File: src/rtl/piezo_fire_scheduler.sv
// Piezo burst scheduler: armed over Avalon-MM, fires on a PTP time match or an
// external trigger edge, then drives T_ON/T_OFF pulses on the channel mask.
module piezo_fire_scheduler #(
    parameter int NUM_CH = 8
) (
    input  logic              clk,
    input  logic              reset_n,
    input  logic [2:0]        avs_address,
    input  logic              avs_write,
    input  logic [31:0]       avs_writedata,
    input  logic              avs_read,
    output logic [31:0]       avs_readdata,
    input  logic [31:0]       time_now,
    input  logic              event_trigger,
    output logic [NUM_CH-1:0] piezo_out,
    output logic              piezo_enable,
    output logic [2:0]        status,
    output logic              irq
);

    typedef enum logic [2:0] {
        S_IDLE  = 3'd0,
        S_ARMED = 3'd1,
        S_ON    = 3'd2,
        S_OFF   = 3'd3,
        S_DONE  = 3'd4
    } state_t;

    state_t              r_state;
    logic                r_mode;
    logic [31:0]         r_target;
    logic [15:0]         r_t_on;
    logic [15:0]         r_t_off;
    logic [7:0]          r_count;
    logic [NUM_CH-1:0]   r_mask;
    logic [7:0]          r_fired;
    logic [31:0]         r_fire_ts;
    logic                r_irq;
    logic [NUM_CH-1:0]   r_piezo_out;
    logic                r_piezo_en;
    logic [15:0]         r_cnt;
    logic                r_time_reached;
    logic [31:0]         r_time_d;
    logic                r_sync1;
    logic                r_sync2;
    logic                r_sync3;
    logic                r_trig_rise;
    logic [31:0]         r_readdata;

    logic                w_cfg_open;
    logic                w_ctrl_wr;
    logic                w_arm;
    logic                w_abort;
    logic                w_fire;
    logic                w_time_past;
    logic [15:0]         w_ton_m1;
    logic [15:0]         w_toff_m1;
    logic [7:0]          w_fired_inc;
    logic [31:0]         w_mask_rd;
    logic [31:0]         w_rd_mux;

    assign w_cfg_open  = (r_state == S_IDLE) || (r_state == S_DONE);
    assign w_ctrl_wr   = avs_write && (avs_address == 3'd0);
    assign w_arm       = w_ctrl_wr && avs_writedata[0];
    assign w_abort     = w_ctrl_wr && avs_writedata[1];
    // Signed difference keeps the compare correct across time_now wrap.
    assign w_time_past = ($signed(time_now - r_target) >= 0);
    assign w_fire      = (r_state == S_ARMED) && (r_mode ? r_trig_rise : r_time_reached);
    assign w_ton_m1    = (r_t_on  == 16'd0) ? 16'd0 : r_t_on  - 16'd1;
    assign w_toff_m1   = (r_t_off == 16'd0) ? 16'd0 : r_t_off - 16'd1;
    assign w_fired_inc = (r_fired == 8'd255) ? 8'd255 : r_fired + 8'd1;

    always_comb begin
        w_mask_rd = '0;
        w_mask_rd[NUM_CH-1:0] = r_mask;
    end

    always_comb begin
        w_rd_mux = '0;
        case (avs_address)
            3'd0: w_rd_mux = {29'd0, r_mode, 2'b00};
            3'd1: w_rd_mux = r_target;
            3'd2: w_rd_mux = {16'd0, r_t_on};
            3'd3: w_rd_mux = {16'd0, r_t_off};
            3'd4: w_rd_mux = {24'd0, r_count};
            3'd5: w_rd_mux = w_mask_rd;
            3'd6: w_rd_mux = {15'd0, r_irq, r_fired, 5'd0, r_state};
            3'd7: w_rd_mux = r_fire_ts;
            default: w_rd_mux = '0;
        endcase
    end

    // Configuration is frozen while a burst is pending or running.
    always_ff @(posedge clk or negedge reset_n) begin
        if (!reset_n) begin
            r_mode   <= 1'b0;
            r_target <= '0;
            r_t_on   <= '0;
            r_t_off  <= '0;
            r_count  <= '0;
            r_mask   <= '0;
        end else begin
            if (w_ctrl_wr) begin
                r_mode <= avs_writedata[2];
            end
            if (avs_write && w_cfg_open) begin
                case (avs_address)
                    3'd1: r_target <= avs_writedata;
                    3'd2: r_t_on   <= avs_writedata[15:0];
                    3'd3: r_t_off  <= avs_writedata[15:0];
                    3'd4: r_count  <= avs_writedata[7:0];
                    3'd5: r_mask   <= avs_writedata[NUM_CH-1:0];
                    default: ;
                endcase
            end
        end
    end

    // Trigger synchronizer, edge detect and registered time compare.
    always_ff @(posedge clk or negedge reset_n) begin
        if (!reset_n) begin
            r_sync1        <= 1'b0;
            r_sync2        <= 1'b0;
            r_sync3        <= 1'b0;
            r_trig_rise    <= 1'b0;
            r_time_reached <= 1'b0;
            r_time_d       <= '0;
        end else begin
            r_sync1        <= event_trigger;
            r_sync2        <= r_sync1;
            r_sync3        <= r_sync2;
            r_trig_rise    <= r_sync2 && !r_sync3;
            r_time_reached <= (r_state == S_ARMED) && w_time_past;
            r_time_d       <= time_now;
        end
    end

    always_ff @(posedge clk or negedge reset_n) begin
        if (!reset_n) begin
            r_readdata <= '0;
        end else if (avs_read) begin
            r_readdata <= w_rd_mux;
        end
    end

    always_ff @(posedge clk or negedge reset_n) begin
        if (!reset_n) begin
            r_state     <= S_IDLE;
            r_piezo_out <= '0;
            r_piezo_en  <= 1'b0;
            r_irq       <= 1'b0;
            r_cnt       <= '0;
            r_fired     <= '0;
            r_fire_ts   <= '0;
        end else if (w_abort) begin
            r_state     <= S_IDLE;
            r_piezo_out <= '0;
            r_piezo_en  <= 1'b0;
        end else begin
            if (avs_write && (avs_address == 3'd6)) begin
                r_irq <= 1'b0;
            end
            case (r_state)
                S_IDLE, S_DONE: begin
                    if (w_arm) begin
                        r_state <= S_ARMED;
                        r_fired <= '0;
                    end
                end
                S_ARMED: begin
                    if (w_fire) begin
                        if (r_count == 8'd0) begin
                            r_state <= S_DONE;
                            r_irq   <= 1'b1;
                        end else begin
                            r_state     <= S_ON;
                            r_piezo_out <= r_mask;
                            r_piezo_en  <= 1'b1;
                            r_cnt       <= w_ton_m1;
                            r_fired     <= w_fired_inc;
                            // Time of the compare that caused the fire.
                            r_fire_ts   <= r_time_d;
                        end
                    end
                end
                S_ON: begin
                    if (r_cnt == 16'd0) begin
                        r_state     <= S_OFF;
                        r_piezo_out <= '0;
                        r_cnt       <= w_toff_m1;
                    end else begin
                        r_cnt <= r_cnt - 16'd1;
                    end
                end
                S_OFF: begin
                    if (r_cnt == 16'd0) begin
                        if (r_fired < r_count) begin
                            r_state     <= S_ON;
                            r_piezo_out <= r_mask;
                            r_cnt       <= w_ton_m1;
                            r_fired     <= w_fired_inc;
                        end else begin
                            r_state    <= S_DONE;
                            r_piezo_en <= 1'b0;
                            r_irq      <= 1'b1;
                        end
                    end else begin
                        r_cnt <= r_cnt - 16'd1;
                    end
                end
                default: r_state <= S_IDLE;
            endcase
        end
    end

    assign avs_readdata = r_readdata;
    assign piezo_out    = r_piezo_out;
    assign piezo_enable = r_piezo_en;
    assign status       = r_state;
    assign irq          = r_irq;

endmodule

File: config.mk
export PLATFORM = sky130hd
export DESIGN_NAME = piezo_fire_scheduler
export DESIGN_NICKNAME = d
export VERILOG_FILES = /design/src/rtl/piezo_fire_scheduler.sv
export SDC_FILE = /design/constraint.sdc
export NUM_CORES = 1
export LEC_CHECK = 0
export ABC_AREA = 1
export ABC_CLOCK_PERIOD_IN_PS = 2050
export CORE_MARGIN = 1.5
export CORE_UTILIZATION = 30
export CTS_CLUSTER_SIZE = 24
export DETAILED_ROUTE_END_ITERATION = 7
export HOLD_SLACK_MARGIN = 0.1
export PLACE_DENSITY = 0.44
export SKIP_LAST_GASP = 1
export SYNTH_ARGS = -nofsm -noshare
export SYNTH_HDL_FRONTEND = slang
export SYNTH_SLANG_ARGS = --single-unit
File: constraint.sdc
create_clock -name clk -period 2.05 [get_ports clk]
set_input_delay 0.3075 -clock clk [delete_from_list [all_inputs] [get_ports clk]]
set_output_delay 0.3075 -clock clk [all_outputs]
set_load 0.05 [all_outputs]
Word level (Yosys, flattened, before mapping)

Cells that the tools add are included.

Add/subtract/negate cells: 5
Bitwise gates (word level): 2
Reductions and logical operators: 32
$lt $le $gt $ge: 2
Equal/unequal tests: 25
Mux-type cells: 44

Operators by type and width:

| cell                                                                   | number |
|---|---|
| 32-bit case mux with 8 select lines                                    | 1 |
| 16-bit two-way mux                                                     | 7 |
| 8-bit two-way mux                                                      | 12 |
| 16-bit logical NOT                                                     | 3 |
| 16-bit case mux with 3 select lines                                    | 1 |
| 8-bit case mux with 3 select lines                                     | 2 |
| 16-bit by 1-bit subtractor with 16-bit output, second input constant   | 3 |
| 32-bit by 1-bit >= comparator with 1-bit output, second input constant | 1 |
| 32-bit subtractor                                                      | 1 |
| 3-bit inequality test, second input constant                           | 8 |
| 3-bit two-way mux                                                      | 7 |
| 3-bit == test, second input constant                                   | 5 |
| 3-bit by 2-bit == test with 1-bit output, second input constant        | 4 |
| 3-bit case mux with 4 select lines                                     | 1 |
| 1-bit two-way mux                                                      | 11 |
| 2-bit inequality test, second input constant                           | 5 |
| 2-bit AND reduction                                                    | 5 |
| 5-bit AND reduction                                                    | 2 |
| 3-bit nonzero test                                                     | 3 |
| 8-bit by 1-bit adder with 8-bit output, second input constant          | 1 |
| 8-bit == test, second input constant                                   | 1 |
| 1-bit logical AND                                                      | 8 |
| 8-bit logical NOT                                                      | 1 |
| 8-bit less-than comparator                                             | 1 |
| 11 further kinds                                                       | 16 |

Input bits: 72
Register bits after elaboration: 219
Output and inout port bits: 45
Logic and storage cells: 130

Longest topological paths before layout

Gate-level depths: netlist (run 1).

Depth in word-level cells: 6
Depth in mapped cells: 14

Least setup slack after synthesis (run 1)

OpenSTA, ideal clock, no wires.

Path kind: reg2reg
From: register r_state[0], in the netlist status[0]
To: register r_fire_ts[10]
Buffers on the path: 2
Stages on the path, launching flop included: 7
Setup time: 125 ps
Clock period less this slack: 1,921 ps
Data arrival time: 1,796 ps
Setup slack: 129 ps
Path through: dfrtp_1 > nand2_2 > buf_4 > nor3_2 > nand2_2 > buf_6 > mux2_4

Longest elaborated chain between the ends: 3

Ends and longest elaborated chain:

| what                                       | RTL line | text |
|---|---|---|
| start: declaration                         | 29       | `state_t r_state;` |
| start signal: assignment                   | 148      | `r_state <= S_IDLE;` |
| start signal: assignment                   | 156      | `r_state <= S_IDLE;` |
| start signal: assignment                   | 166      | `r_state <= S_ARMED;` |
| 3-bit by 1-bit == test with 1-bit output * | 68, 163  |  |
| 1-bit logical AND                          | 68       | `assign w_fire = (r_state == S_ARMED) && (r_mode ? r_trig_rise : r_time_reached);` |
| 4-bit AND reduction (no source line) *     | -        |  |
| end signal: assignment                     | 182      | `r_fire_ts <= r_time_d;` |
| end: declaration                           | 37       | `logic [31:0] r_fire_ts;` |

Mark *: on every way between the ends. The rest lies on a longest branch, timed or not.
A chain may end at the register's enable or synchronous reset.

Worst setup path in the final report (run 1)

From: register r_state[2], in the netlist status[2]
To: output port status[2]

RTL lines:

| what             | RTL line | text |
|---|---|---|
| end: declaration | 17       | `output logic [2:0] status,` |

No word-level cell between the ends.

==> results.md, run 1 <==
- Outcome: finished, final reports clean
- Port Buf Inserts: 116
- DP Area: 0.0144 mm2
- Reg2Reg Depth: 9
- Crit path launch: status[2]
- Pwr Total: roughly 0.023 W
- Dpl ws: -650 ps
- Final setup violation count: 0
- Hold Worst Slack: between 150 and 200 ps
- R2R Setup Slk: 100 ps
- GRT Total Usage: 19.4%
- Gr busiest metal: met2
- TritonCTS buffer count: 27
- Most common cell after layout, fill and taps aside: nand2_1
- Minimum clock period: roughly 2000 ps
- Worst R2R End: r_time_reached
- Slew headroom: 63.2%
- Area of the core: 0.0386 mm2
- Final instance area: 0.0154 mm2
- Max Transition Viols Final: 0
- Dpl hpwl: 28900 um
- Grt met1 use: between 20% and 30%
- CP peak stage delay: roughly 520 ps
- CP delay by family, top: buffers and inverters
- Gr ovfl total: 0
- DRT iter0 DRCs: 691
- Sequential group share of total power: 30.9%
- Critical Path Sink Type: output port
- Logic pwr share: 46.4%
- Leak Pwr: 7.71 nW
- RSZ-0062 raised after global routing: true
- Reg2reg start: r_target[29]
- Slew @ Worst Pin: around 550 ps
- Met2 GRT Util: 31.2%
- Final Hold Viols: 0
- Row count: 72
- Required @ worst endpoint: ~1700 ps
- Drt total wl: 38500 um
- Critical path type: flip-flop to output port
- Die height: 201 um
- Number of global-route vias before repair: 10.2k
- Pin count of the biggest net entering global routing: 50
- Crit-path slowest cell: dlygate4sd2_1
- Area Growth Syn to Fin: 31.4%
- P_int: 0.0130 W
- Worst setup margin: 87.6 ps
- Clock sink count: around 220
- Syn Inst Count: roughly 1.4k
- VDD IR max: approximately 0.63 mV
- CTS root buffer: clkbuf_16
- Syn Area/Cell: 8.47 um2
- Synth Register Bits: 219
- Clk pwr share: 22.7%
- Hold Crit Class: input port to flip-flop
- Max Freq: 510 MHz
- Share of layout cells above drive strength 1: 18.0%
- Switching Fraction: 42.3%
- Fin crit share: roughly 96%
- CP Buf/Inv Count: 2
- Wire per inst: 17.9 um
- Final #Nets: roughly 1.7k
- Power Density: 1460 mW/mm2
- CTS tree: done
- Post-synthesis sequential area ratio: 46.7%
- Pre-antenna DRT Iters: 5
- Die Area: 0.0403 mm2
- Count of warnings emitted by yosys: 0
- Post-CTS Setup Bufs: 0
- Residual DRC: 0
- Post-route setup TNS: 0 ps
- Via count of the routed design: 10.1k
- Vias per inst: between 4 and 5
- Critical path fanouts, max: 4
- CTS H-tree lvls: 1
- Hold Path Sink: r_sync1
- Syn nets: 1502
- Final GP Congestion: 0.877
- Post-DRT Antenna Nets: 0
- Clock transition at path regs: 50 ps
- Clk_lat worst skew: 580 ps
- Die Width: ~200 um
- MaxCap Viol Count: 0
- Most frequent cells in the layout: nand2_1, dfrtp_1, inv_1, o21ai_0, nor2_1
- Netlist cell types: 48
- Clock Tree Buf Depth: 3
- P_sw: 0.00954 W
- Met3 usage: 3.56%
- Skew final: 25.6 ps
- Initial antenna violation count: 0
- I/O pin cnt: 117
- Hold path start: event_trigger
- Startpoint types: flip-flop
- Starting density of the core: about 30%
- Synth Cell Area: about 0.012 mm2
- Worst hold stages: 1
- Cells along the critical path: buf_4, dlygate4sd2_1
- Worst Path Arrival: 1650 ps
- First-pass GRT wire length: roughly 60000 um
[sequential cells by signal, indices dropped and copies added (netlist names)]
register / count
r_mode: 1
r_cnt: 16
r_count: 8
r_sync1: 1
r_sync3: 1
r_fire_ts: 32
r_time_d: 32
r_sync2: 1
r_mask: 8
r_fired: 8
irq: 1
r_t_on: 16
avs_readdata: 32
r_target: 32
piezo_enable: 1
r_t_off: 16
status: 3
r_time_reached: 1
piezo_out: 8
r_trig_rise: 1
[power by group through the flow]
stage,logic [W],registers [W],clock network [W]
after floorplan,0.00591,0.00760,0
after global placement,0.0104,0.00703,0
after detailed placement,0.0105,0.00703,0
after CTS,0.0104,0.00698,0.00529
after global routing,0.0117,0.00718,0.00544
final,0.0105,0.00697,0.00512
[metal layers]
layer	wire length [um]	share of wire (%)
met2	17300	45
met1	17700	46
met4	1030	2.7
met3	2380	6.2
met5	0	0
[worst register-to-register path: cells and delay by family (launching register included)]
| kind | cells | cell delay, ps |
|---|---|---|
| adder cells (fa/ha/maj) | 1 | 280 |
| AND/OR/NAND/NOR | 6 | 1020 |
| buffers and inverters | 1 | 50 |
| flip-flops | 1 | 340 |
| AO/OA/AOI/OAI | 1 | 160 |
[cell type report]
| type | count | area (um2) |
|---|---|---|
| flip-flops and latches | 219 | 5480 |
| well taps | 518 | 648 |
| clock buffers | 38 | 797 |
| diodes | 1 | 2.50 |
| fillers | 3938 | 23200 |
| multi-input cells | 969 | 5540 |
| clock inverters | 12 | 155 |
| inverters | 156 | 593 |
| repair buffers | 231 | 2210 |
[cell usage after synthesis, drive strengths merged]
cell type / instances / share of area, %
nor2: 136 / 5.0
nor3: 5 / 0.39
o211ai: 5 / 0.32
nand2: 360 / 12
nand4: 21 / 1.2
xor2: 15 / 1.1
o221ai: 4 / 0.30
clkbuf: 24 / 0.77
or2: 2 / 0.11
a211oi: 1 / 0.064
a31oi: 2 / 0.11
nor4: 2 / 0.11
nor3b: 1 / 0.064
nand3: 95 / 4.1
buf: 17 / 1.1
o21bai: 2 / 0.13
clkinv: 2 / 0.11
inv: 154 / 4.9
mux2: 54 / 6.1
xnor2: 8 / 0.60
dfrtp: 219 / 47
o21ai: 124 / 5.5
o22ai: 4 / 0.21
o21a: 2 / 0.13
o2111ai: 11 / 0.82
a21oi: 52 / 2.3
a22oi: 16 / 1.0
nand3b: 1 / 0.064
a21o: 1 / 0.064
ha: 45 / 4.8
[kinds of logic after synthesis]
kind of cell,after synthesis,synth area share [%]
fa+ha+maj,45,4.80
compound gates,224,11.0
mux,54,6.11
buf+inv,197,6.90
xor+xnor,23,1.72
simple gates,623,22.8
flops,219,46.7
[repair_timing]
item / 4_1_cts / 5_1_grt
hold buffers: 1 / 0
endpoints found under the setup margin: 49 / 55
gates resized for setup: 38 / 30
pin swaps: 0 / 6
hold endpoints to repair: 173 / 0
[metrics by stage]
stage	instances	utilization, %
finish	2144	39.9
global route	2143	39.9
CTS	2143	39.6
detailed placement	2092	37.2
global placement	2092	37.2
floorplan	1385	-
[how the worst max path moves through the flow]
stage,endpoint,slack (ps),cells after the start
floorplan,r_fire_ts[10],130,6
global placement,r_time_reached,-700,9
global route,r_time_reached,-20,9
CTS,avs_readdata[29],0.3,1
finish,status[2],90,2
detailed placement,r_time_reached,-650,9
(Power assumes the default switching activity.)
==> run 2: changes to the inputs <==
--- a/config.mk
+++ b/config.mk
@@ -6,7 +6,7 @@
 export NUM_CORES = 1
 export LEC_CHECK = 0
 export ABC_AREA = 1
-export ABC_CLOCK_PERIOD_IN_PS = 2050
+export ABC_CLOCK_PERIOD_IN_PS = 2500
 export CORE_MARGIN = 1.5
 export CORE_UTILIZATION = 30
 export CTS_CLUSTER_SIZE = 24
==> constraint.sdc (replaced) <==
create_clock -name clk -period 2.5 [get_ports clk]
set_input_delay 0.375 -clock clk [delete_from_list [all_inputs] [get_ports clk]]
set_output_delay 0.375 -clock clk [all_outputs]
set_load 0.05 [all_outputs]
==> run 2 against run 1 <==
Effect of this change:
- core utilization fell by 1.7 points
- non-clock buffer count fell by 55
- first-iteration DRC count rose by 6.1%
- register-to-register slack improved by 270 ps
- via count fell by 2.2%
- critical path type unchanged
==> results.md, run 2 (same netlist as run 1, synthesis figures left out) <==
- Post-CTS Setup Bufs: 0 (unchanged)
- Fill count: 3994 (+1.4%)
- Required @ worst endpoint: 2120 ps (+380 ps)
- Worst setup margin: 170 ps (+82.4 ps)
- Post-route setup TNS: 0 ps (unchanged)
- CP delay by family, top: buffers and inverters
- Starting density of the core: 30.4% (unchanged)
- Clock transition at path regs: 60 ps (about the same)
- Slew @ Worst Pin: 742 ps (+188 ps)
- Gr ovfl total: 0 (unchanged)
- CP peak stage delay: 870 ps (+350 ps)
- Reg2reg start: status[2]
- CTS root buffer: clkbuf_16
- Residual DRC: 0 (unchanged)
- TritonCTS buffer count: 28 (+3.7%)
- Most common cell after layout, fill and taps aside: nand2_1
- Critical path fanouts, max: 5 (+1)
- Max Freq: 429 MHz
- P_int: 0.0101 W (-23%)
- Row count: 72 (unchanged)
- CTS tree: done
- First-pass GRT wire length: 59300 um (-1.4%)
- Area Growth Syn to Fin: 25.9%
- Final setup violation count: 0 (unchanged)
- Leak Pwr: 7.11 nW (-7.8%)
- Sequential group share of total power: 33.3% (+2.4 points)
- Outcome: finished, final reports clean
- Cells along the critical path: clkdlybuf4s50_1
- CTS H-tree lvls: 1 (unchanged)
- VDD IR max: 0.552 mV (-12%)
- Die Width: 201 um (unchanged)
- Final GP Congestion: 0.867 (-1.2%)
- Hold path start: event_trigger
- Pre-antenna DRT Iters: 5 (unchanged)
- Pin count of the biggest net entering global routing: 83 (+66%)
- Area of the core: 0.0386 mm2 (unchanged)
- Vias per inst: 4.73 (+0.37%)
- I/O pin cnt: 117 (unchanged)
- Final #Nets: 1667 (-3.1%)
- R2R Setup Slk: 370 ps (+270 ps)
- RSZ-0062 raised after global routing: false
- Clk_lat worst skew: 570 ps (about the same)
- Drt total wl: 37800 um (-1.7%)
- Dpl hpwl: 28900 um (about the same)
- Via count of the routed design: 9887 (-2.2%)
- Port Buf Inserts: 116 (unchanged)
- Power Density: 1200 mW/mm2 (-18%)
- P_sw: 0.00772 W (-19%)
- Clock sink count: 219 (unchanged)
- Final Hold Viols: 0 (unchanged)
- Post-DRT Antenna Nets: 0 (unchanged)
- Final core utilization: 38.2% (-1.7 points)
- Wire per inst: 18.1 um (+0.82%)
- Clk pwr share: 22.3% (-0.4 points)
- Hold Crit Class: input port to flip-flop
- CP Buf/Inv Count: 1 (-1)
- Switching Fraction: 43.4% (+1.0 points)
- Startpoint types: flip-flop
- Slew headroom: 50.5% (-13 points)
- Number of global-route vias before repair: 9901 (-2.9%)
- Worst hold stages: 1 (unchanged)
- Clock Tree Buf Depth: 3 (unchanged)
- Reg2Reg Depth: 10 (+1)
- Logic pwr share: 44.4% (-2.0 points)
- Skew final: 17.1 ps (-8.58 ps)
- Initial antenna violation count: 0 (unchanged)
- Minimum clock period: ~2300 ps
- Hold Path Sink: r_sync1
- Die height: 201 um (unchanged)
- Dpl ws: -41.4 ps (+609 ps)
- Die Area: 0.0403 mm2 (unchanged)
- Worst R2R End: r_cnt[3]
- N_diodes: 0 (-1)
- Fin crit share: 93.2%
- GRT Total Usage: 19.0% (-0.34 points)
- Critical path type: flip-flop to output port
- Most frequent cells in the layout: nand2_1, dfrtp_1, inv_1, nor2_1, o21ai_0
- Max Transition Viols Final: 0 (unchanged)
- Share of layout cells above drive strength 1: 13.7% (-4.4 points)
- DRT iter0 DRCs: 733 (+6.1%)
- Worst Path Arrival: 1960 ps (+310 ps)
- Critical Path Sink Type: output port
- MaxCap Viol Count: 0 (unchanged)
- Crit-path slowest cell: clkdlybuf4s50_1
## run 2: cell count changes in the layout (fill, tap and decap cells not counted), moves of 4 or more
cell and change:
nand2_1 +4, dlymetal6s2s_1 -6, buf_12 -10, buf_4 -47
dlygate4sd2_1 -35, clkbuf_8 -5, clkdlybuf4s50_1 +44, nor2_1 +7
ha_1 +4, nor2_2 -6
## run 2: worst max path at each step
stage	start	to	slack, ps	cells past startpoint
after floorplan	status[0]	r_fire_ts[10]	580	6
after global placement	time_now[28]	r_time_reached	-80	9
after detailed placement	time_now[28]	r_time_reached	-40	9
after CTS	status[0]	status[0]	140	1
after global routing	status[0]	status[0]	110	1
final	status[0]	status[0]	170	1
## run 2: final cells by class
cell class                 instances  area (um2)  share of cell area (%)
clock buffer                      35         757                    5.13
tap                              518         648                    4.39
inverter                         156         591                    4.00
clock inverter                    17         145                   0.983
multi-input combinational        969        5450                    36.9
timing repair buffer             176        1700                    11.5
sequential                       219        5480                    37.1
## run 2: stage by stage
| stage | cell area (um2) | total power (W) | cells | hold WS [ps] |
|---|---|---|---|---|
| final | 14800 | 0.0178 | 2090 | 261 |
| after global routing | 14800 | 0.0192 | 2090 | 253 |
| after CTS | 14800 | 0.0180 | 2090 | 230 |
| after detailed placement | 13900 | 0.0139 | 2037 | 338 |
| after global placement | 13900 | 0.0139 | 2037 | 336 |
| after floorplan | 11700 | 0.0111 | 1385 | 79.4 |
## run 2: what timing repair did
action,in CTS,in global routing
resized for setup,1,0
endpoints found under the hold margin,74,0
setup endpoints to repair,1,0
hold buffers,1,0
## run 2: layer usage
metal | vias up | wire, um | GRT usage, %
met5 | - | 0 | 0
li1 | 4895 | - | -
met3 | 65 | 2160 | 3.36
met2 | 262 | 17100 | 30.6
met4 | 0 | 1010 | 5.67
met1 | 4665 | 17500 | 26.1
## run 2: power by group through the flow
stage | Combinational (W) | Sequential (W) | Clock (W)
finish | 0.00791 | 0.00592 | 0.00397
global route | 0.00887 | 0.00607 | 0.00423
CTS | 0.00797 | 0.00592 | 0.00411
detailed placement | 0.00794 | 0.00596 | 0
global placement | 0.00790 | 0.00597 | 0
floorplan | 0.00484 | 0.00623 | 0
